--- src/rtl/ep_memmux_if.sv ---
// Bus bundle for ep_memmux: SDRAM request port, CPU port, host download port and boot ROM port.
interface ep_memmux_if #(
    parameter int AW = 17
);
    logic          ready;
    logic          ce;
    logic          rfsh;
    logic          romIo;
    logic [21:0]   romA;
    logic [7:0]    romD;
    logic          romW;
    logic [21:0]   memA;
    logic [7:0]    memD;
    logic          memR;
    logic          memW;
    logic [7:0]    maxram;
    logic [AW-1:0] initA;
    logic [7:0]    initD;
    logic          sdrRf;
    logic          sdrRd;
    logic          sdrWr;
    logic [23:0]   sdrA;
    logic [15:0]   sdrD;
    logic [15:0]   sdrQ;
    logic [7:0]    memQ;
    logic          busy;
    logic [7:0]    romP;

    modport slave (
        input  ready, ce, rfsh, romIo, romA, romD, romW,
        input  memA, memD, memR, memW, maxram, initD, sdrQ,
        output initA, sdrRf, sdrRd, sdrWr, sdrA, sdrD, memQ, busy, romP
    );

    modport master (
        output ready, ce, rfsh, romIo, romA, romD, romW,
        output memA, memD, memR, memW, maxram, initD, sdrQ,
        input  initA, sdrRf, sdrRd, sdrWr, sdrA, sdrD, memQ, busy, romP
    );
endinterface

--- src/rtl/ep_memmux.sv ---
// Boot-copy and SDRAM request multiplexer: copies the boot ROM into SDRAM, then muxes host downloads
// and CPU accesses onto the SDRAM port. Define EP_ROMDL_EN to include the host download path.
module ep_memmux #(
    parameter int          INIT_KB    = 128,
    parameter logic [7:0]  RESET_ROMP = 8'd7
) (
    input  logic        clock,
    input  logic        reset,
    ep_memmux_if.slave  bus
);
    localparam int          AW   = $clog2(INIT_KB * 1024);
    localparam logic [AW-1:0] LAST = AW'(INIT_KB * 1024 - 1);

    localparam logic [1:0] S_WAIT  = 2'd0;
    localparam logic [1:0] S_FETCH = 2'd1;
    localparam logic [1:0] S_WRITE = 2'd2;
    localparam logic [1:0] S_RUN   = 2'd3;

    logic [1:0]    r_state;
    logic [AW-1:0] r_cnt;
    logic [7:0]    r_romP;

    logic [7:0]    w_page;
    logic          w_ram;
    logic          w_rom;
    logic          w_hit;
    logic          w_sdrRf;
    logic          w_sdrRd;
    logic          w_sdrWr;
    logic [23:0]   w_sdrA;
    logic [15:0]   w_sdrD;
    logic          w_unused;

    // Losing ready restarts the copy from address 0 without waiting for ce.
    always_ff @(posedge clock) begin
        if (reset || !bus.ready) begin
            r_state <= S_WAIT;
            r_cnt   <= '0;
        end else begin
            case (r_state)
                S_WAIT: begin
                    r_state <= S_FETCH;
                    r_cnt   <= '0;
                end
                S_FETCH: begin
                    if (bus.ce) r_state <= S_WRITE;
                end
                S_WRITE: begin
                    if (bus.ce) begin
                        if (r_cnt == LAST) begin
                            r_state <= S_RUN;
                        end else begin
                            r_cnt   <= r_cnt + AW'(1);
                            r_state <= S_FETCH;
                        end
                    end
                end
                default: r_state <= S_RUN;
            endcase
        end
    end

`ifdef EP_ROMDL_EN
    always_ff @(posedge clock) begin
        if (reset)          r_romP <= RESET_ROMP;
        else if (bus.romIo) r_romP <= {5'd0, bus.romA[16:14]};
    end
    assign w_unused = ^bus.sdrQ[15:8];
`else
    assign r_romP   = RESET_ROMP;
    assign w_unused = ^{bus.sdrQ[15:8], bus.romIo, bus.romA, bus.romD, bus.romW};
`endif

    assign w_page = bus.memA[21:14];
    assign w_ram  = (w_page >= bus.maxram);
    assign w_rom  = (w_page <= r_romP);
    assign w_hit  = w_ram | w_rom;

    always_comb begin
        w_sdrRf = 1'b1;
        w_sdrRd = 1'b0;
        w_sdrWr = (r_state == S_WRITE);
        w_sdrA  = 24'(r_cnt);
        w_sdrD  = {8'd0, bus.initD};
        if (r_state == S_RUN) begin
            w_sdrRf = bus.rfsh;
            w_sdrRd = bus.memR & w_hit;
            w_sdrWr = bus.memW & (w_ram | ((w_page == 8'h07) & bus.memA[13]));
            w_sdrA  = {2'd0, bus.memA};
            w_sdrD  = {8'd0, bus.memD};
`ifdef EP_ROMDL_EN
            // Download owns the write path outright; CPU writes in the same cycle are dropped.
            if (bus.romIo) begin
                w_sdrWr = bus.romW;
                w_sdrA  = {2'd0, bus.romA};
                w_sdrD  = {8'd0, bus.romD};
            end
`endif
        end
    end

    assign bus.initA = r_cnt;
    assign bus.busy  = (r_state != S_RUN);
    assign bus.sdrRf = w_sdrRf;
    assign bus.sdrRd = w_sdrRd;
    assign bus.sdrWr = w_sdrWr;
    assign bus.sdrA  = w_sdrA;
    assign bus.sdrD  = w_sdrD;
    assign bus.memQ  = w_hit ? bus.sdrQ[7:0] : 8'hFF;
    assign bus.romP  = r_romP;
endmodule
--- src/flat_wrapper.sv ---
// flat-port wrapper written by rule: the top's interface ports become plain ports
module ep_memmux_flat 
#(
    parameter int          INIT_KB    = 128,
    parameter logic [7:0]  RESET_ROMP = 8'd7
)
  (clock, reset, bus_ready, bus_ce, bus_rfsh, bus_romIo, bus_romA, bus_romD, bus_romW, bus_memA, bus_memD, bus_memR, bus_memW, bus_maxram, bus_initD, bus_sdrQ, bus_initA, bus_sdrRf, bus_sdrRd, bus_sdrWr, bus_sdrA, bus_sdrD, bus_memQ, bus_busy, bus_romP);
  ep_memmux_if bus_i ();
  input  logic clock;
  input  logic reset;
  input wire logic [$bits(bus_i.ready)-1:0] bus_ready;
  input wire logic [$bits(bus_i.ce)-1:0] bus_ce;
  input wire logic [$bits(bus_i.rfsh)-1:0] bus_rfsh;
  input wire logic [$bits(bus_i.romIo)-1:0] bus_romIo;
  input wire logic [$bits(bus_i.romA)-1:0] bus_romA;
  input wire logic [$bits(bus_i.romD)-1:0] bus_romD;
  input wire logic [$bits(bus_i.romW)-1:0] bus_romW;
  input wire logic [$bits(bus_i.memA)-1:0] bus_memA;
  input wire logic [$bits(bus_i.memD)-1:0] bus_memD;
  input wire logic [$bits(bus_i.memR)-1:0] bus_memR;
  input wire logic [$bits(bus_i.memW)-1:0] bus_memW;
  input wire logic [$bits(bus_i.maxram)-1:0] bus_maxram;
  input wire logic [$bits(bus_i.initD)-1:0] bus_initD;
  input wire logic [$bits(bus_i.sdrQ)-1:0] bus_sdrQ;
  output wire logic [$bits(bus_i.initA)-1:0] bus_initA;
  output wire logic [$bits(bus_i.sdrRf)-1:0] bus_sdrRf;
  output wire logic [$bits(bus_i.sdrRd)-1:0] bus_sdrRd;
  output wire logic [$bits(bus_i.sdrWr)-1:0] bus_sdrWr;
  output wire logic [$bits(bus_i.sdrA)-1:0] bus_sdrA;
  output wire logic [$bits(bus_i.sdrD)-1:0] bus_sdrD;
  output wire logic [$bits(bus_i.memQ)-1:0] bus_memQ;
  output wire logic [$bits(bus_i.busy)-1:0] bus_busy;
  output wire logic [$bits(bus_i.romP)-1:0] bus_romP;
  assign bus_i.ready = bus_ready;
  assign bus_i.ce = bus_ce;
  assign bus_i.rfsh = bus_rfsh;
  assign bus_i.romIo = bus_romIo;
  assign bus_i.romA = bus_romA;
  assign bus_i.romD = bus_romD;
  assign bus_i.romW = bus_romW;
  assign bus_i.memA = bus_memA;
  assign bus_i.memD = bus_memD;
  assign bus_i.memR = bus_memR;
  assign bus_i.memW = bus_memW;
  assign bus_i.maxram = bus_maxram;
  assign bus_i.initD = bus_initD;
  assign bus_i.sdrQ = bus_sdrQ;
  assign bus_initA = bus_i.initA;
  assign bus_sdrRf = bus_i.sdrRf;
  assign bus_sdrRd = bus_i.sdrRd;
  assign bus_sdrWr = bus_i.sdrWr;
  assign bus_sdrA = bus_i.sdrA;
  assign bus_sdrD = bus_i.sdrD;
  assign bus_memQ = bus_i.memQ;
  assign bus_busy = bus_i.busy;
  assign bus_romP = bus_i.romP;
  ep_memmux #(.INIT_KB(INIT_KB), .RESET_ROMP(RESET_ROMP)) u_core (.clock(clock), .reset(reset), .bus(bus_i));
endmodule
--- config.mk ---
export PLATFORM = sky130hd
export DESIGN_NAME = ep_memmux_flat
export DESIGN_NICKNAME = d
export VERILOG_FILES = /design/src/rtl/ep_memmux_if.sv /design/src/rtl/ep_memmux.sv /design/src/flat_wrapper.sv
export SDC_FILE = /design/constraint.sdc
export NUM_CORES = 1
export LEC_CHECK = 0
export CAP_MARGIN = 20
export CORE_UTILIZATION = 35
export CTS_CLUSTER_DIAMETER = 200
export DETAILED_ROUTE_END_ITERATION = 6
export DONT_BUFFER_PORTS = 1
export GPL_TIMING_DRIVEN = 0
export SLEW_MARGIN = 20
export SYNTH_ARGS = -nofsm -noshare
export SYNTH_HDL_FRONTEND = slang
export SYNTH_SLANG_ARGS = --single-unit
--- constraint.sdc ---
create_clock -name clock -period 2.7 [get_ports clock]
set_input_delay 0.405 -clock clock [delete_from_list [all_inputs] [get_ports clock]]
set_output_delay 0.405 -clock clock [all_outputs]
set_load 0.05 [all_outputs]
# Word level (Yosys, flattened, before mapping)
# Cells that the tools add are included.
[word_totals]
elab_cells = 38
in_bits = 101
ff_bits = 19
out_inout_bits = 77
[classes]
addsub = 1
n_bitwise = 5
n_lt_le_gt_ge = 2
eq_ne = 9
n_mux = 13
reduce_logical = 6
[op_table]
columns = ["operator", "count"]
rows = [
  ["$mux W17", 2],
  ["$pmux W17 S2", 1],
  ["$mux W22", 1],
  ["$add A17 B1 Y17 const B", 1],
  ["$eq A17 B17 Y1 const B", 1],
  ["$mux W8", 2],
  ["$eq A8 B3 Y1 const B", 1],
  ["$ge A8 B8 Y1", 1],
  ["$le A8 B3 Y1 const B", 1],
  ["$ne A2 B2 Y1 const B", 4],
  ["$mux W2", 3],
  ["$pmux W2 S3", 1],
  ["$eq A2 B2 Y1 const B", 2],
  ["$and A1 B1 Y1", 3],
  ["$mux W1", 3],
  ["$reduce_and A3 Y1", 1],
  ["$eq A2 B1 Y1 const B", 1],
  ["$logic_not A2 Y1", 1],
  ["$or A1 B1 Y1", 2],
  ["$reduce_and A2 Y1", 1],
  ["$reduce_bool A2 Y1", 1],
  ["$logic_not A1 Y1", 1],
  ["$logic_or A1 B1 Y1", 1],
]

# Depth between registers and ports, before layout
# Gate-level depths: netlist of the first run.
[depth]
ltp_word = 5
depth_mapped = 10

# Worst setup path before layout of the first run
# OpenSTA, ideal clock, no wires.
[synth_path]
kind = "input -> output"
start = "input port bus_maxram[2]"
end = "output port bus_sdrRd"
path_buffers = 0
path_slack_ns = -0.114
required_ns = 2.295
arrival_time_ns = 2.409
cell_stages = 7
path_cell_list = "inv_1 -> ha_1 -> and3_1 -> o21ai_0 -> a31oi_1 -> nor3_2 -> nor3b_1"
[synth_via]
elab_chain_cells = 4
[synth_lines]
columns = ["item", "line", "text"]
rows = [
  ["start: declaration", "flat_wrapper.sv:22", "input wire logic [$bits(bus_i.maxram)-1:0] bus_maxram;"],
  ["$ge A8 B8 Y1", "ep_memmux.sv:75", "assign w_ram = (w_page >= bus.maxram);"],
  ["$or A1 B1 Y1", "ep_memmux.sv:77", "assign w_hit = w_ram | w_rom;"],
  ["$and A1 B1 Y1", "ep_memmux.sv:87", "w_sdrRd = bus.memR & w_hit;"],
  ["$mux W1", "ep_memmux.sv:85", "if (r_state == S_RUN) begin"],
  ["end: declaration", "flat_wrapper.sv:27", "output wire logic [$bits(bus_i.sdrRd)-1:0] bus_sdrRd;"],
]
# Every way passes these cells.

# Worst setup path in the final report of the first run
[layout_path]
start = "register u_core.r_state[1]"
end = "output port bus_sdrRd"
[layout_via]
elab_chain_cells = 2
[layout_lines]
columns = ["item", "line", "text"]
rows = [
  ["start: declaration", "ep_memmux.sv:19", "logic [1:0] r_state;"],
  ["start signal: assignment", "ep_memmux.sv:37", "r_state <= S_WAIT;"],
  ["start signal: assignment", "ep_memmux.sv:42", "r_state <= S_FETCH;"],
  ["start signal: assignment", "ep_memmux.sv:46", "if (bus.ce) r_state <= S_WRITE;"],
  ["$eq A2 B2 Y1", "ep_memmux.sv:85", ""],
  ["$mux W1", "ep_memmux.sv:85", ""],
]
# Every way passes these cells.

==> impl_metrics.toml, run 1 <==
[yosys]
avgSynthCellArea_um2 = 8.491
synth-compound-area-share_pct = 7.991
synthSimpleGateAreaFrac_pct = 26.17
synthAdderAreaFrac_pct = 7.331
syn-cell-area_um2 = 1707
synth_cell_types = 42
synth_top_family_by_area = "simple AND/OR/NAND/NOR gates"
yosysWarnings = 0
syn_inst = 201
yosysSeqAreaShare_pct = 22.29
ys_ff_latch = 19
synth_xor_xnor_area_share_pct = 7.185
synthMuxAreaShare_pct = 16.42

[power_and_ir_drop]
powerDensity_nw_per_um2 = 369.0
max-vdd-ir-drop_mv = 0.2978
p_leak_nw = 0.8171

[final_layout]
multi_input_comb_area_um2 = 1187
regArea_um2 = 390.4
area_delta_synth_final_pct = 11.22
n_antenna_cell = 0
design_area_um2 = 1898
fin_nets = 333
drive_gt1_share_pct = 34.84
n_fill_cell = 479

[timing]
period_share_pct = 95.64
rsz0062_at_grt = "no"
whs_ps = 321.0
slew_violations = 0
setup_viol = 0
tightestPinTransition_ps = 995.2
relSlewSlack_pct = 33.51
hold_viol = 0
clock_skew_ps = 2.510
fmax_mhz = 387.3
fin_crit_ps = 2582

[placed_design]
placed_area_um2 = 1839
port_buffers = 0
place_hpwl_mm = 3.224
gp_congestion = 0.7529

[job]
maxCapViolations = 0

[drt]
dr.first_iter.drc_count = 27
dr.pass1.iters = 4
wl_per_cell_um = 14.55
vias = 1446
routed_via_density = 5.258
wirelength_mm = 4.002
ant_nets = 0
drc = 0

[clocking]
cts.sinks = 19
worstSkewPairLatency_ps = 250
cts_setup_buffers = 0
cts_tree = "built"
cts-htree-levels = 1
cts_hold_buf = 0
root_buffer = "clkbuf_8"
cts.path.max_buffers = 2
cts_buffers = 3
clk_pin_slew_ps = 70

[floorplan]
core-area_um2 = 4692
fp.dieH_um = 71.83
placementRows = 25
die_area_um2 = 5160
io_pins = 178
initial_core_util_pct = 36.37
die_x_um = 71.83

[worst_setup_path]
critPathRequiredTime_ps = 2300
critical-path-max-stage-delay_ps = 780
cpMostUsedCell = "buf_2"
setup.worst_path.start_class = "flop"
crit_type = "flop to output pin"
slowest_stage = "nor3b_2"
cp_max_fo = 10
crit_chain = "nand2_1 > buf_2 > buf_2 > nor3b_2"
cp.arrival_ps = 2180
cp-end-kind = "output pin"

[min_path]
min_path_type = "input port to flop"

[global_route]
overflow = 0
grt_start_max_net_pins = 11
grt_pass1_vias = 1177
grt_usage_pct = 14.29
antenna_found_initial = 0
grt_pass1_wl_mm = 5.678

[outcome]
status = "finished, final reports clean"
==> kinds of logic (layout without fill, tap and decap cells) <==
family	after synthesis	in the layout
buffers and inverters	36	40
AO/OA/AOI/OAI	16	16
AND/OR/NAND/NOR	79	79
XOR/XNOR	14	14
multiplexers	25	25
adder cells (fa/ha/maj)	10	10
other	2	18
flip-flops	19	19
==> critical path: cells and delay by family, from the launching register on <==
family                 cells  cell delay [ps]
buffers and inverters      2              510
flip-flops                 1              520
AND/OR/NAND/NOR            2              880
==> metal layers <==
metal	part of all wire [%]	GRT usage, %	wire length, um
met1	40	16.31	1597
met2	52	27.25	2063
met3	8.0	3.516	322
met4	0.45	1.961	18
met5	0	0	0
==> sequential cells by signal, indices dropped and copies added, names as in the netlist <==
register          cells
u_core.bus.initA     17
u_core.r_state        2
==> final cells by class <==
class                      count  area share (%)
multi-input combinational    162           62.56
sequential                    19           20.57
buffer                        26           8.965
tap                           54           3.560
clock buffer                   4           2.373
inverter                      10           1.978
==> worst paths after layout <==
kind / slack, ps / cells after the start / startpoint / endpoint
worst min-delay path: 320 / 2 / bus_ce / u_core.r_state[1]$_SDFFE_PP0P_
worst max-delay path: 120 / 4 / u_core.r_state[1]$_SDFFE_PP0P_ / bus_sdrRd
worst min register to register: 690 / 2 / u_core.bus.initA[10]$_SDFFE_PP0P_ / u_core.bus.initA[10]$_SDFFE_PP0P_
worst max register to register: 150 / 9 / u_core.bus.initA[5]$_SDFFE_PP0P_ / u_core.bus.initA[13]$_SDFFE_PP0P_
==> power by group <==
group          switching, W  leakage, nW  total (W)  internal [W]
Combinational      0.000167        0.637   0.000219     0.0000520
Sequential       0.00000119        0.157   0.000282      0.000281
Clock             0.0000940       0.0228   0.000199      0.000105
Total              0.000262        0.817   0.000700      0.000438
==> per-stage QoR <==
| stage | setup WS (ps) | std cells | setup TNS [ps] | util (%) | total power [W] |
|---|---|---|---|---|---|
| finish | 117.8 | 275 | 0 | 40.45 | 0.0007004 |
| global route | 8.878 | 275 | 0 | 40.45 | 0.0007339 |
| CTS | 10.15 | 275 | 0 | 40.16 | 0.0007057 |
| detailed placement | 26.03 | 271 | 0 | 39.20 | 0.0005070 |
| global placement | -23.66 | 271 | -23.66 | 39.20 | 0.0005051 |
| floorplan | 167.9 | 217 | 0 | - | 0.0004939 |
==> synth_stat cells, drive strengths merged <==
library cell | n | share of area, %
clkbuf | 4 | 0.88
o21ai | 2 | 0.59
mux2 | 24 | 16
and3 | 8 | 2.9
nor3b | 2 | 0.88
or4 | 1 | 0.44
and2 | 2 | 0.73
dfxtp | 19 | 22
a2111oi | 1 | 1.6
nor3 | 3 | 1.2
a21o | 1 | 0.44
nand2b | 2 | 1.2
nand4 | 8 | 2.9
o21bai | 1 | 0.44
xor2 | 10 | 5.1
o31ai | 1 | 0.44
ha | 10 | 7.3
inv | 10 | 2.2
nand3 | 6 | 1.8
and4bb | 1 | 0.73
nand2 | 10 | 2.2
conb | 2 | 0.44
xnor2 | 4 | 2.1
and3b | 1 | 0.59
nor4 | 3 | 1.8
or2 | 9 | 3.3
a211oi | 1 | 0.73
a22oi | 3 | 1.3
nor2 | 21 | 4.6
buf | 22 | 9.1
o211ai | 1 | 0.44
and4 | 1 | 0.51
a21boi | 1 | 0.44
nor2b | 1 | 0.37
a22o | 1 | 0.59
a21oi | 2 | 0.59
mux2i | 1 | 0.59
a31oi | 1 | 0.37
==> placed cells by master, fill, tap and decap left out, types with 6 or more instances in the layout <==
| cell | n |
|---|---|
| inv_1 | 10 |
| nand4_1 | 8 |
| buf_4 | 18 |
| dfxtp_2 | 8 |
| or2_2 | 9 |
| dfxtp_1 | 11 |
| and3_1 | 8 |
| xor2_1 | 10 |
| conb_1 | 18 |
| nor2_1 | 21 |
| nand3_1 | 6 |
| mux2_2 | 24 |
| ha_1 | 10 |
| nand2_1 | 10 |
==> repair_timing <==
action	CTS	global route
setup endpoints to repair	0	16
hold endpoints to repair	0	0
resized for setup	0	9
(Power assumes the default switching activity.)
==> run 2, diff against run 1 <==
--- a/config.mk
+++ b/config.mk
@@ -6,6 +6,7 @@
 export NUM_CORES = 1
 export LEC_CHECK = 0
 export CAP_MARGIN = 20
+export CORE_ASPECT_RATIO = 1.1
 export CORE_UTILIZATION = 35
 export CTS_CLUSTER_DIAMETER = 200
 export DETAILED_ROUTE_END_ITERATION = 6
==> impl_metrics.toml, run 2 (synthesized netlist as in run 1, its figures left out) <==
[global_route]
grt_start_max_net_pins = 11
overflow = 0
grt_usage_pct = 15.04
grt_pass1_vias = 1200
grt_pass1_wl_mm = 5.644
antenna_found_initial = 0

[timing]
period_share_pct = 93.50
hold_viol = 0
clock_skew_ps = 3.294
fin_crit_ps = 2525
tightestPinTransition_ps = 1045
setup_viol = 0
slew_violations = 0
rsz0062_at_grt = "no"
fmax_mhz = 396.1
relSlewSlack_pct = 30.18

[final_layout]
layout_commonest_cell = "mux2_2"
drive_gt1_share_pct = 35.75
n_antenna_cell = 0
fin_util_pct = 41.04
regArea_um2 = 391.6
largest_register_ffs = 17
area_delta_synth_final_pct = 11.88
n_fill_cell = 485
multi_input_comb_area_um2 = 1194
fin_nets = 333
final_cell_mix = "mux2_2 (24), nor2_1 (21), buf_4 (18), conb_1 (18)"
final_cells = 277

[drt]
dr_wl_met3_um = 462
wl_per_cell_um = 14.78
dr_wl_met2_mm = 2.122
routed_via_density = 5.069
top_layer = "met4"
dr.pass1.iters = 4
drc = 0
ant_nets = 0
wirelength_mm = 4.093
vias = 1404
dr.first_iter.drc_count = 27
wl_met1_mm = 1.487

[power_and_ir_drop]
powerDensity_nw_per_um2 = 366.7
power_w = 0.0007002
seqPwrFrac_pct = 40.3
pwr-share-comb_pct = 31.3
p_sw_w = 0.0002620
max-vdd-ir-drop_mv = 0.2005
p_int_w = 0.0004382
p_clk_share_pct = 28.4
switching_share_pct = 37.41
p_leak_nw = 0.8268

[worst_setup_path]
cp-end-kind = "output pin"
critPathRequiredTime_ps = 2300
crit_chain = "inv_1 > ha_1 > and3_1 > o21ai_0 > a31oi_1 > o31ai_1 > a21boi_1"
cp.arrival_ps = 2120
crit_start = "bus_maxram[2]"
setup.worst_path.start_class = "input port"
cp_max_fo = 2
crit_type = "input port to output pin"
slowest_stage = "a21boi_1"
critical-path-max-stage-delay_ps = 830
r2r-start = "u_core.bus.initA[11]$_SDFFE_PP0P_"

[clocking]
cts_buffers = 3
cts_setup_buffers = 0
cts_hold_buf = 0
cts.sinks = 19
worstSkewPairLatency_ps = 250
cts.path.max_buffers = 2
clk_pin_slew_ps = 70
cts_resized = 5
cts_tree = "built"
root_buffer = "clkbuf_8"
cts-htree-levels = 1

[floorplan]
placementRows = 26
initial_core_util_pct = 36.69
fp.dieH_um = 75.24
io_pins = 178
core-area_um2 = 4652
die_area_um2 = 5160
die_x_um = 68.58

[min_path]
min_path_type = "input port to flop"
hold_start = "bus_ce"

[placed_design]
port_buffers = 0
dp.cells = 273
place_hpwl_mm = 3.319
gp_congestion = 0.7952

[outcome]
status = "finished, final reports clean"

[job]
maxCapViolations = 0
[run 2: cell counts in the layout (fill, tap and decap cells not counted)]
Identical to the previous run, type by type.
[run 2: power groups by stage]
stage               clock [W]  combinational (W)  sequential [W]
floorplan                   0           0.000205        0.000289
global placement            0           0.000217        0.000289
detailed placement          0           0.000218        0.000289
CTS                  0.000203           0.000218        0.000282
global route         0.000220           0.000236        0.000282
finish               0.000199           0.000219        0.000282
[run 2: path summary, 6_finish.rpt]
path                            slack (ps)  cells after the start                                end
worst min register to register         690                      2  u_core.bus.initA[10]$_SDFFE_PP0P_
worst max-delay path                   180                      7                          bus_sdrWr
worst min-delay path                   330                      2     u_core.r_state[1]$_SDFFE_PP0P_
worst max register to register         180                      9  u_core.bus.initA[13]$_SDFFE_PP0P_
[run 2: final cells by class]
class	instances	area share, %
Multi-Input combinational cell	162	62.52
Inverter	10	1.966
Sequential cell	19	20.51
Tap cell	56	3.670
Buffer	26	8.978
Clock buffer	4	2.359
[run 2: metal layers]
layer,up-vias,track usage [%]
met4,0,3.472
met1,613,16.03
li1,701,-
met3,2,4.545
met2,88,28.43
met5,-,0
[run 2: critical path, delay by kind of cell]
family | cells | cell delay (ps)
AOI/OAI and AO/OA | 4 | 1270
adders and majority gates | 1 | 280
and+or+nand+nor | 1 | 150
buffers and inverters | 1 | 20
[run 2: metrics by stage]
| stage | hold slack, ps | setup slack [ps] | instance area, um^2 | setup TNS, ps |
|---|---|---|---|---|
| floorplan | 572.0 | 167.9 | 1772 | 0 |
| global placement | 582.4 | -31.10 | 1842 | -31.10 |
| detailed placement | 585.4 | -0.7383 | 1842 | -0.7383 |
| CTS | 324.6 | 12.99 | 1893 | 0 |
| global route | 348.9 | 33.12 | 1909 | 0 |
| finish | 327.9 | 175.5 | 1909 | 0 |
